[config.mk]
export PLATFORM = sky130hd
export DESIGN_NAME = vid_mem_arbiter_flat
export DESIGN_NICKNAME = d
export VERILOG_FILES = /design/src/rtl/vid_pkg.sv /design/src/rtl/vid_mem_arbiter_if.sv /design/src/rtl/vid_wr_fifo.sv /design/src/rtl/vid_mem_arbiter.sv /design/src/flat_wrapper.sv
export SDC_FILE = /design/constraint.sdc
export NUM_CORES = 1
export LEC_CHECK = 0
export CAP_MARGIN = 30
export CORE_AREA = 8 8 143 145
export CTS_BUF_LIST = sky130_fd_sc_hd__clkbuf_8 sky130_fd_sc_hd__clkbuf_16
export DETAILED_ROUTE_END_ITERATION = 7
export DIE_AREA = 0 0 151 153
export HOLD_SLACK_MARGIN = 0.06
export PLACE_DENSITY = 0.61
export SLEW_MARGIN = 0
export SYNTH_ARGS = -nofsm -noshare
export SYNTH_HDL_FRONTEND = slang
export SYNTH_SLANG_ARGS = --single-unit
[constraint.sdc]
create_clock -name CLK -period 7.49 [get_ports CLK]
set_clock_uncertainty 0.1 [all_clocks]
set_input_delay 2.247 -clock CLK [delete_from_list [all_inputs] [get_ports CLK]]
set_output_delay 2.247 -clock CLK [all_outputs]
set_load 0.02 [all_outputs]
[src/rtl/vid_pkg.sv]
// Shared types and constants for the video text memory write-port arbiter.
package vid_pkg;

  localparam int VID_AW         = 11;
  localparam int VID_DW         = 18;
  localparam int VID_MAX_ADDR   = 1875;
  localparam int VID_GLYPH_BASE = 256;

  typedef enum logic [1:0] {
    DISP,
    GUARD,
    DRAIN
  } vid_arb_st_t;

  typedef struct packed {
    logic [VID_AW-1:0] addr;
    logic [VID_DW-1:0] data;
  } vid_wr_t;

endpackage

[src/rtl/vid_mem_arbiter_if.sv]
// Requester channels, memory write port and status of the text-memory arbiter.
interface vid_mem_arbiter_if
  import vid_pkg::*;
#(
  parameter int AW    = VID_AW,
  parameter int DW    = VID_DW,
  parameter int DEPTH = 4
);
  localparam int CW = $clog2(DEPTH) + 1;

  logic          blank;
  logic [AW-1:0] disp_addr;

  logic          req0_valid;
  logic [AW-1:0] req0_addr;
  logic [DW-1:0] req0_data;
  logic          req0_ready;

  logic          req1_valid;
  logic [AW-1:0] req1_addr;
  logic [DW-1:0] req1_data;
  logic          req1_ready;

  logic          mem_we;
  logic [AW-1:0] mem_addr;
  logic [DW-1:0] mem_din;

  logic [CW-1:0] fifo_cnt;
  logic          err;

  modport slave (
    input  blank, disp_addr,
    input  req0_valid, req0_addr, req0_data,
    output req0_ready,
    input  req1_valid, req1_addr, req1_data,
    output req1_ready,
    output mem_we, mem_addr, mem_din,
    output fifo_cnt, err
  );

  modport master (
    output blank, disp_addr,
    output req0_valid, req0_addr, req0_data,
    input  req0_ready,
    output req1_valid, req1_addr, req1_data,
    input  req1_ready,
    input  mem_we, mem_addr, mem_din,
    input  fifo_cnt, err
  );

endinterface

[src/rtl/vid_wr_fifo.sv]
// Small write FIFO with a combinational head, so a popped entry reaches the
// memory port in the same cycle it is selected.
module vid_wr_fifo
  import vid_pkg::*;
#(
  parameter int DEPTH = 4,
  localparam int PW   = $clog2(DEPTH),
  localparam int CW   = PW + 1
) (
  input  logic          CLK,
  input  logic          CLR,
  input  logic          push,
  input  logic          pop,
  input  vid_wr_t       din,
  output vid_wr_t       dout,
  output logic [CW-1:0] count,
  output logic          full,
  output logic          empty
);

  vid_wr_t       mem_q [DEPTH];
  logic [PW-1:0] wr_ptr_q, wr_ptr_d;
  logic [PW-1:0] rd_ptr_q, rd_ptr_d;
  logic [CW-1:0] cnt_q, cnt_d;
  logic          do_push, do_pop;

  assign full    = (cnt_q == CW'(DEPTH));
  assign empty   = (cnt_q == '0);
  // A full FIFO refuses pushes even when a pop frees a slot in the same cycle.
  assign do_push = push && !full;
  assign do_pop  = pop && !empty;

  always_comb begin
    wr_ptr_d = wr_ptr_q + PW'(do_push);
    rd_ptr_d = rd_ptr_q + PW'(do_pop);
    cnt_d    = cnt_q + CW'(do_push) - CW'(do_pop);
  end

  always_ff @(posedge CLK or negedge CLR) begin
    if (!CLR) begin
      wr_ptr_q <= '0;
      rd_ptr_q <= '0;
      cnt_q    <= '0;
    end else begin
      wr_ptr_q <= wr_ptr_d;
      rd_ptr_q <= rd_ptr_d;
      cnt_q    <= cnt_d;
    end
  end

  always_ff @(posedge CLK) begin
    if (do_push) begin
      mem_q[wr_ptr_q] <= din;
    end
  end

  assign dout  = mem_q[rd_ptr_q];
  assign count = cnt_q;

endmodule

[src/rtl/vid_mem_arbiter.sv]
// Round-robin admission of CPU and debug-snapshot writes into a FIFO that is
// drained into the text memory only while the display is blanked.
module vid_mem_arbiter
  import vid_pkg::*;
#(
  parameter int AW        = VID_AW,
  parameter int DW        = VID_DW,
  parameter int DEPTH     = 4,
  parameter int MAX_ADDR  = VID_MAX_ADDR,
  parameter int GUARD_CYC = 2
) (
  input  logic           CLK,
  input  logic           CLR,
  vid_mem_arbiter_if.slave bus
);

  localparam int CW = $clog2(DEPTH) + 1;
  localparam int GW = (GUARD_CYC > 1) ? $clog2(GUARD_CYC + 1) : 1;

  vid_arb_st_t   st_q, st_d;
  logic [GW-1:0] gcnt_q, gcnt_d;
  logic          last_q, last_d;
  logic          err_q, err_d;

  logic          any_valid, cand;
  logic          xfer, in_range, push, pop;
  logic [AW-1:0] sel_addr;
  logic [DW-1:0] sel_data;
  vid_wr_t       fifo_din, fifo_dout;
  logic [CW-1:0] fifo_cnt;
  logic          fifo_full, fifo_empty;

  // Admission: a tie goes to the requester not granted last time.
  always_comb begin
    any_valid = bus.req0_valid | bus.req1_valid;
    cand      = (bus.req0_valid && bus.req1_valid) ? ~last_q : bus.req1_valid;
    sel_addr  = cand ? bus.req1_addr : bus.req0_addr;
    sel_data  = cand ? bus.req1_data : bus.req0_data;
    xfer      = any_valid && !fifo_full;
    in_range  = int'(sel_addr) <= MAX_ADDR;
    push      = xfer && in_range;
    err_d     = xfer && !in_range;
    last_d    = xfer ? cand : last_q;
    fifo_din.addr = VID_AW'(sel_addr);
    fifo_din.data = VID_DW'(sel_data);
  end

  assign bus.req0_ready = bus.req0_valid && !cand && !fifo_full;
  assign bus.req1_ready = bus.req1_valid && cand && !fifo_full;

  // The guard count is compared on its next value so the first write lands
  // exactly GUARD_CYC cycles after blank rises.
  always_comb begin
    st_d   = st_q;
    gcnt_d = gcnt_q;
    unique case (st_q)
      DISP: begin
        if (bus.blank) begin
          st_d   = GUARD;
          gcnt_d = '0;
        end
      end
      GUARD: begin
        gcnt_d = gcnt_q + GW'(1);
        if (!bus.blank) begin
          st_d = DISP;
        end else if (int'(gcnt_q) + 1 >= GUARD_CYC - 1) begin
          st_d = DRAIN;
        end
      end
      DRAIN: begin
        if (!bus.blank) begin
          st_d = DISP;
        end
      end
      default: st_d = DISP;
    endcase
  end

  always_ff @(posedge CLK or negedge CLR) begin
    if (!CLR) begin
      st_q   <= DISP;
      gcnt_q <= '0;
      last_q <= 1'b1;
      err_q  <= 1'b0;
    end else begin
      st_q   <= st_d;
      gcnt_q <= gcnt_d;
      last_q <= last_d;
      err_q  <= err_d;
    end
  end

  // blank gates the write directly so the port is returned within the cycle.
  assign pop = (st_q == DRAIN) && bus.blank && !fifo_empty;

  always_comb begin
    bus.mem_we   = 1'b0;
    bus.mem_addr = bus.disp_addr;
    bus.mem_din  = '0;
    if (pop) begin
      bus.mem_we   = 1'b1;
      bus.mem_addr = AW'(fifo_dout.addr);
      bus.mem_din  = DW'(fifo_dout.data);
    end
  end

  vid_wr_fifo #(
    .DEPTH(DEPTH)
  ) u_fifo (
    .CLK  (CLK),
    .CLR  (CLR),
    .push (push),
    .pop  (pop),
    .din  (fifo_din),
    .dout (fifo_dout),
    .count(fifo_cnt),
    .full (fifo_full),
    .empty(fifo_empty)
  );

  assign bus.fifo_cnt = fifo_cnt;
  assign bus.err      = err_q;

endmodule

[src/flat_wrapper.sv]
// flat-port wrapper written by rule: the top's interface ports become plain ports
module vid_mem_arbiter_flat import vid_pkg::*;
#(
  parameter int AW        = VID_AW,
  parameter int DW        = VID_DW,
  parameter int DEPTH     = 4,
  parameter int MAX_ADDR  = VID_MAX_ADDR,
  parameter int GUARD_CYC = 2
)
  (CLK, CLR, bus_blank, bus_disp_addr, bus_req0_valid, bus_req0_addr, bus_req0_data, bus_req0_ready, bus_req1_valid, bus_req1_addr, bus_req1_data, bus_req1_ready, bus_mem_we, bus_mem_addr, bus_mem_din, bus_fifo_cnt, bus_err);
  vid_mem_arbiter_if #(.AW(AW), .DW(DW), .DEPTH(DEPTH)) bus_i ();
  input  logic CLK;
  input  logic CLR;
  input wire logic [$bits(bus_i.blank)-1:0] bus_blank;
  input wire logic [$bits(bus_i.disp_addr)-1:0] bus_disp_addr;
  input wire logic [$bits(bus_i.req0_valid)-1:0] bus_req0_valid;
  input wire logic [$bits(bus_i.req0_addr)-1:0] bus_req0_addr;
  input wire logic [$bits(bus_i.req0_data)-1:0] bus_req0_data;
  output wire logic [$bits(bus_i.req0_ready)-1:0] bus_req0_ready;
  input wire logic [$bits(bus_i.req1_valid)-1:0] bus_req1_valid;
  input wire logic [$bits(bus_i.req1_addr)-1:0] bus_req1_addr;
  input wire logic [$bits(bus_i.req1_data)-1:0] bus_req1_data;
  output wire logic [$bits(bus_i.req1_ready)-1:0] bus_req1_ready;
  output wire logic [$bits(bus_i.mem_we)-1:0] bus_mem_we;
  output wire logic [$bits(bus_i.mem_addr)-1:0] bus_mem_addr;
  output wire logic [$bits(bus_i.mem_din)-1:0] bus_mem_din;
  output wire logic [$bits(bus_i.fifo_cnt)-1:0] bus_fifo_cnt;
  output wire logic [$bits(bus_i.err)-1:0] bus_err;
  assign bus_i.blank = bus_blank;
  assign bus_i.disp_addr = bus_disp_addr;
  assign bus_i.req0_valid = bus_req0_valid;
  assign bus_i.req0_addr = bus_req0_addr;
  assign bus_i.req0_data = bus_req0_data;
  assign bus_req0_ready = bus_i.req0_ready;
  assign bus_i.req1_valid = bus_req1_valid;
  assign bus_i.req1_addr = bus_req1_addr;
  assign bus_i.req1_data = bus_req1_data;
  assign bus_req1_ready = bus_i.req1_ready;
  assign bus_mem_we = bus_i.mem_we;
  assign bus_mem_addr = bus_i.mem_addr;
  assign bus_mem_din = bus_i.mem_din;
  assign bus_fifo_cnt = bus_i.fifo_cnt;
  assign bus_err = bus_i.err;
  vid_mem_arbiter #(.AW(AW), .DW(DW), .DEPTH(DEPTH), .MAX_ADDR(MAX_ADDR), .GUARD_CYC(GUARD_CYC)) u_core (.CLK(CLK), .CLR(CLR), .bus(bus_i));
endmodule
# Word level (Yosys, flattened, before mapping)
# Memory sizes are Yosys's and may differ from the RTL's.
# Cells that the tools add are included.
word_totals:
  ff_bits: 13
  ramBits: 116
  in_bits: 74
  output_inout_bits: 36
  elab_cells: 60
  memories: 1
mem_list:
  columns: ["name", "words", "word_bits", "read_ports", "rd_clocked_by_memory_dff", "write_ports", "line", "source"]
  rows:
  - ["u_core.u_fifo.mem_q", 4, 29, 1, 0, 1, "vid_wr_fifo.sv:21", "vid_wr_t mem_q [DEPTH];"]
op_classes:
  n_addsub: 6
  order_cmp: 2
  eq_ne: 6
  n_mux: 15
  bitwise_logic: 2
  n_reduce_logical: 21
op_table:
  columns: ["op", "n"]
  rows:
  - ["2-to-1 mux 18 bit", 2]
  - [">= comparator 32 x 2 -> 1 bit, second input constant", 1]
  - ["2-to-1 mux 11 bit", 2]
  - ["logical AND 1 bit", 12]
  - ["less-or-equal comparator 11 bit, second input constant", 1]
  - ["2-to-1 mux 2 bit", 5]
  - ["case mux 2 bit (3 select lines)", 1]
  - ["adder 2 x 1 -> 2 bit", 2]
  - ["logical NOT 1 bit", 4]
  - ["2-to-1 mux 1 bit", 4]
  - ["inequality test 2 bit, second input constant", 2]
  - ["case mux 2 bit (2 select lines)", 1]
  - ["adder 2 x 1 -> 3 bit, second input constant", 1]
  - ["adder 3 x 1 -> 3 bit", 1]
  - ["equality test 3 bit, second input constant", 1]
  - ["logical NOT 3 bit", 1]
  - ["inequality test 3 x 2 -> 1 bit, second input constant", 1]
  - ["AND reduction 3 bit", 1]
  - ["subtractor 3 x 1 -> 3 bit", 1]
  - ["adder 2 x 1 -> 2 bit, second input constant", 1]
  - ["equality test 2 x 1 -> 1 bit, second input constant", 1]
  - ["equality test 2 bit, second input constant", 1]
  - ["logical NOT 2 bit", 1]
  - ["AND reduction 2 bit", 1]
  - ["3 further kinds", 3]

# Longest topological paths before layout
depth:
  word_depth: 8
  mapped_depth: 10
  mapped_depth_nobuf: 9

# Hierarchy
# From an unflattened synthesis, not the netlist that was laid out.
unflattened:
  hier_cells: 287
  hier_area_um2: 5547.8
by_module_without_submodules:
  columns: ["module", "instances", "cells_per_inst", "area_per_inst_um2"]
  rows:
  - ["vid_wr_fifo", 1, 182, 4579.4]
  - ["vid_mem_arbiter", 1, 105, 968.4]

# Worst setup path before layout
# No wires, ideal clock.
synth_path:
  path_kind: "input port to flip-flop"
  start: "input port bus_req0_addr[2]"
  end: "memory u_core.u_fifo.mem_q[3][0] (netlist name) (enable)"
  setup_time_ns: 0.461
  t_arrival_ns: 4.873
  required_ns: 6.929
  setup_slack_ns: 2.056
  path_stages: 3
  n_path_buf: 0
  cell_sequence: "o21ai_0 > a21oi_1 > o32ai_1"
synth_between:
  elab_chain_len: 6
synth_lines:
  columns: ["item", "line", "source"]
  rows:
  - ["start, declared", "flat_wrapper.sv:17", "input wire logic [$bits(bus_i.req0_addr)-1:0] bus_req0_addr;"]
  - ["2-to-1 mux 11 bit", "vid_mem_arbiter.sv:37", "sel_addr = cand ? bus.req1_addr : bus.req0_addr;"]
  - ["less-or-equal comparator 11 bit", "vid_mem_arbiter.sv:40", "in_range = int'(sel_addr) <= MAX_ADDR;"]
  - ["logical AND 1 bit", "vid_mem_arbiter.sv:41", "push = xfer && in_range;"]
  - ["logical AND 1 bit", "vid_wr_fifo.sv:30", "assign do_push = push && !full;"]
  - ["2-to-1 mux 1 bit", "vid_wr_fifo.sv:52", "if (do_push) begin"]
  - ["2-to-1 mux 1 bit (implied by the code)", "vid_wr_fifo.sv:53", "mem_q[wr_ptr_q] <= din;"]
  - ["end, declared", "vid_wr_fifo.sv:21", null]
# No other way between the ends.

# Final worst setup path
layout_path:
  start: "input port bus_blank"
  end: "output port bus_mem_addr[3]"
layout_between:
  elab_chain_len: 3
layout_lines:
  columns: ["item", "line", "source"]
  rows:
  - ["start, declared", "flat_wrapper.sv:14", "input wire logic [$bits(bus_i.blank)-1:0] bus_blank;"]
  - ["logical AND 1 bit (2 in a row)", "vid_mem_arbiter.sv:95", "assign pop = (st_q == DRAIN) && bus.blank && !fifo_empty;"]
  - ["2-to-1 mux 11 bit", "vid_mem_arbiter.sv:101", "if (pop) begin"]
  - ["end, declared", "flat_wrapper.sv:25", "output wire logic [$bits(bus_i.mem_addr)-1:0] bus_mem_addr;"]
# No other way between the ends.

==> impl_metrics.json <==
{
  "status": "completed",
  "peakVddDrop_uv": 201,
  "worstMarginPinSlew_ns": 0.781,
  "post_cts_resize_count": 0,
  "setup_viol": 0,
  "ys.flop_type": "edfxtp_1",
  "place_congestion": 0.695,
  "drive_gt1_share_pct": 22.4,
  "firstDrtPassIters": 4,
  "cp.required_ns": 5.14,
  "grt_use_met1_pct": 12.6,
  "synth-edff-count": 116,
  "finalWorstSetupSlack_ns": 1.07,
  "cts_setup_buffers": 0,
  "ys_types": 37,
  "post_drt_wl_per_cell_um": 18.5,
  "cp.arrival_ns": 4.08,
  "power_mw": 2.79,
  "die_x_um": 151,
  "drt_iter0_markers": 130,
  "synth_area_leader_cell": "edfxtp_1",
  "yosys_warnings": 0,
  "area_growth_pct": 36.2,
  "grt_pass1_vias": 3513,
  "rsz0062_at_grt": "false",
  "r2r_start": "u_core.u_fifo.count[2]$_DFF_PN0_",
  "rr_endpoint": "u_core.u_fifo.count[2]$_DFF_PN0_",
  "drtAntennaViolNets": 0,
  "antenna_found_initial": 0,
  "wl_um": 12300,
  "postSynthCellCount": 295,
  "pre_cts_ws_ns": 1.07,
  "fmax_mhz": 156,
  "postSynthAreaPerCell_um2": 19.2,
  "grt_overflow": 0,
  "die_h_um": 153,
  "power_density_nw_per_um2": 362,
  "cts_buffer_depth": 2,
  "dp.cells": 636,
  "hp-class": "reg2reg",
  "diodes": 0,
  "grt_usage_pct": 11.2,
  "via_per_inst": 4.70,
  "grt_max_degree": 35,
  "dp_hpwl_um": 8570,
  "ys_seq_area_share_pct": 67.3,
  "critPathKind": "in2out",
  "cts_tree": "built",
  "layout_min_cycle_time_ns": 6.42,
  "root_buffer": "clkbuf_16",
  "die-area_um2": 23100,
  "core_um2": 18300,
  "hold_start": "u_core.gcnt_q[0]$_DFFE_PN0P_",
  "nNetsFinal": 502,
  "fin_crit_sh_pct": 85.7,
  "via_count": 3134,
  "synth-async-reset-ratio_pct": 10.1,
  "clk_latency_ns": 0.41,
  "cts_num_sinks": 129,
  "crit_path_end_kind": "primary output",
  "gr-usage-met2_pct": 19.4,
  "tns_ns": 0,
  "grt.busiest_layer": "met2",
  "syn_area_um2": 5660,
  "synth_area_leaders": "edfxtp_1, mux4_2, mux2_1, dfrtp_1, nor2b_4",
  "rrSetupSlack_ns": 4.78,
  "synth_top_area_share_pct": 61.5,
  "reg2reg_depth": 9,
  "postCtsHoldBufs": 0,
  "port_buffers": 109,
  "maxCapViolCount": 0,
  "cts-buffers-inserted": 17,
  "whs_path_depth": 1,
  "cts_htree_levels": 4,
  "drc_errors": 0,
  "maxSlewHeadroom_pct": 47.9,
  "holdPathEnd": "u_core.gcnt_q[0]$_DFFE_PN0P_",
  "fin_cells": 667,
  "cp_max_fo": 13,
  "hold_violations": 0,
  "critPathLaunchType": "input pin",
  "grt_pass1_wl_um": 19300,
  "power.leakage_nw": 2.63,
  "post-route-util_pct": 42.2,
  "ios": 110,
  "start_util_pct": 31.0,
  "gr-usage-met3_pct": 3.42,
  "fp-row-count": 50,
  "syn_nets": 376,
  "report.final.slew_viol_count": 0,
  "synth_seq_cells": 129,
  "clk_pin_slew_ns": 0.06
}
## critical path: stages
cell and delay [ns]:
clkdlybuf4s50_1 0.59, o311ai_4 0.19, buf_16 0.20, mux2_2 0.22, clkdlybuf4s50_1 0.61
## cell usage after synthesis (5+ instances only)
cell / instances
mux2_1: 29
dfrtp_1: 12
edfxtp_1: 116
buf_2: 5
nor2b_1: 12
nor2b_4: 10
inv_1: 9
mux2_2: 11
ha_1: 6
mux4_2: 29
## cell usage in the layout, fill, tap and decap left out, types with 2 or more instances in the layout
master / instances
nand2b_1: 4
clkinv_2: 5
dfrtp_1: 11
clkinv_4: 2
o22ai_4: 3
nor2b_4: 10
o2111ai_1: 2
buf_4: 8
mux2_1: 29
clkbuf_16: 17
clkinv_1: 4
nor2b_1: 12
a21oi_1: 4
xor2_1: 3
nand2_1: 4
bufinv_16: 3
edfxtp_1: 116
clkdlybuf4s50_1: 109
mux4_2: 29
nand4_1: 4
nand3_1: 3
ha_1: 6
o21ai_0: 4
mux2_2: 11
nor2_1: 3
inv_1: 9
## cell families after synthesis
family	count (synthesis)	share of synthesized area [%]
xor gates and xnor gates	4	0.619
AOI/OAI and AO/OA	22	2.94
DFF	129	67.3
adders and majority gates	7	1.68
and+or+nand+nor	42	5.70
muxes	69	19.5
buffers and inverters	22	2.32
## registers in the layout, summed over array words and instances, names as in the netlist
name and cells:
u_core.u_fifo.count 3, u_core.u_fifo.mem_q 116, u_core.last_q 1, u_core.st_q 2
u_core.bus.err 1, u_core.u_fifo.rd_ptr_q 2, u_core.u_fifo.wr_ptr_q 2, u_core.gcnt_q 2
## metrics by stage
step | area [um^2] | hold WS [ns]
finish | 7710 | 0.401
CTS | 7710 | 0.398
detailed placement | 7140 | 0.390
global placement | 7100 | 0.368
floorplan | 5660 | 0.350
global route | 7710 | 0.410
## layer usage
layer | vias to the layer above | wire [um]
met5 | - | 0
met4 | 0 | 191
met3 | 15 | 615
met2 | 83 | 6530
met1 | 1601 | 5000
li1 | 1435 | -
## worst max path at each step
stage	startpoint	to	slack (ns)	cells after the start
global placement	bus_blank	bus_mem_din[3]	0.92	5
finish	bus_blank	bus_mem_addr[3]	1.07	5
global route	bus_blank	bus_mem_addr[7]	1.01	5
detailed placement	bus_blank	bus_mem_addr[3]	1.07	5
CTS	bus_blank	bus_mem_addr[3]	1.06	5
floorplan	bus_req0_addr[2]	u_core.u_fifo.mem_q[3][0]$_DFFE_PP_	2.06	3
## layout make-up
type | instances | area, um^2
fill | 1626 | 10600
sequential | 129 | 3810
multi-input combinational | 144 | 1790
timing repair buffer | 120 | 1210
clock inverter | 14 | 148
clock buffer | 17 | 425
inverter | 9 | 33.8
tap | 234 | 293
## power breakdown
part,switching [mW],internal (mW)
logic,0.412,0.424
clock network,0.285,0.513
registers,0.102,1.05
total,0.798,1.99
Note: power is estimated with default switching activity, not from simulation.
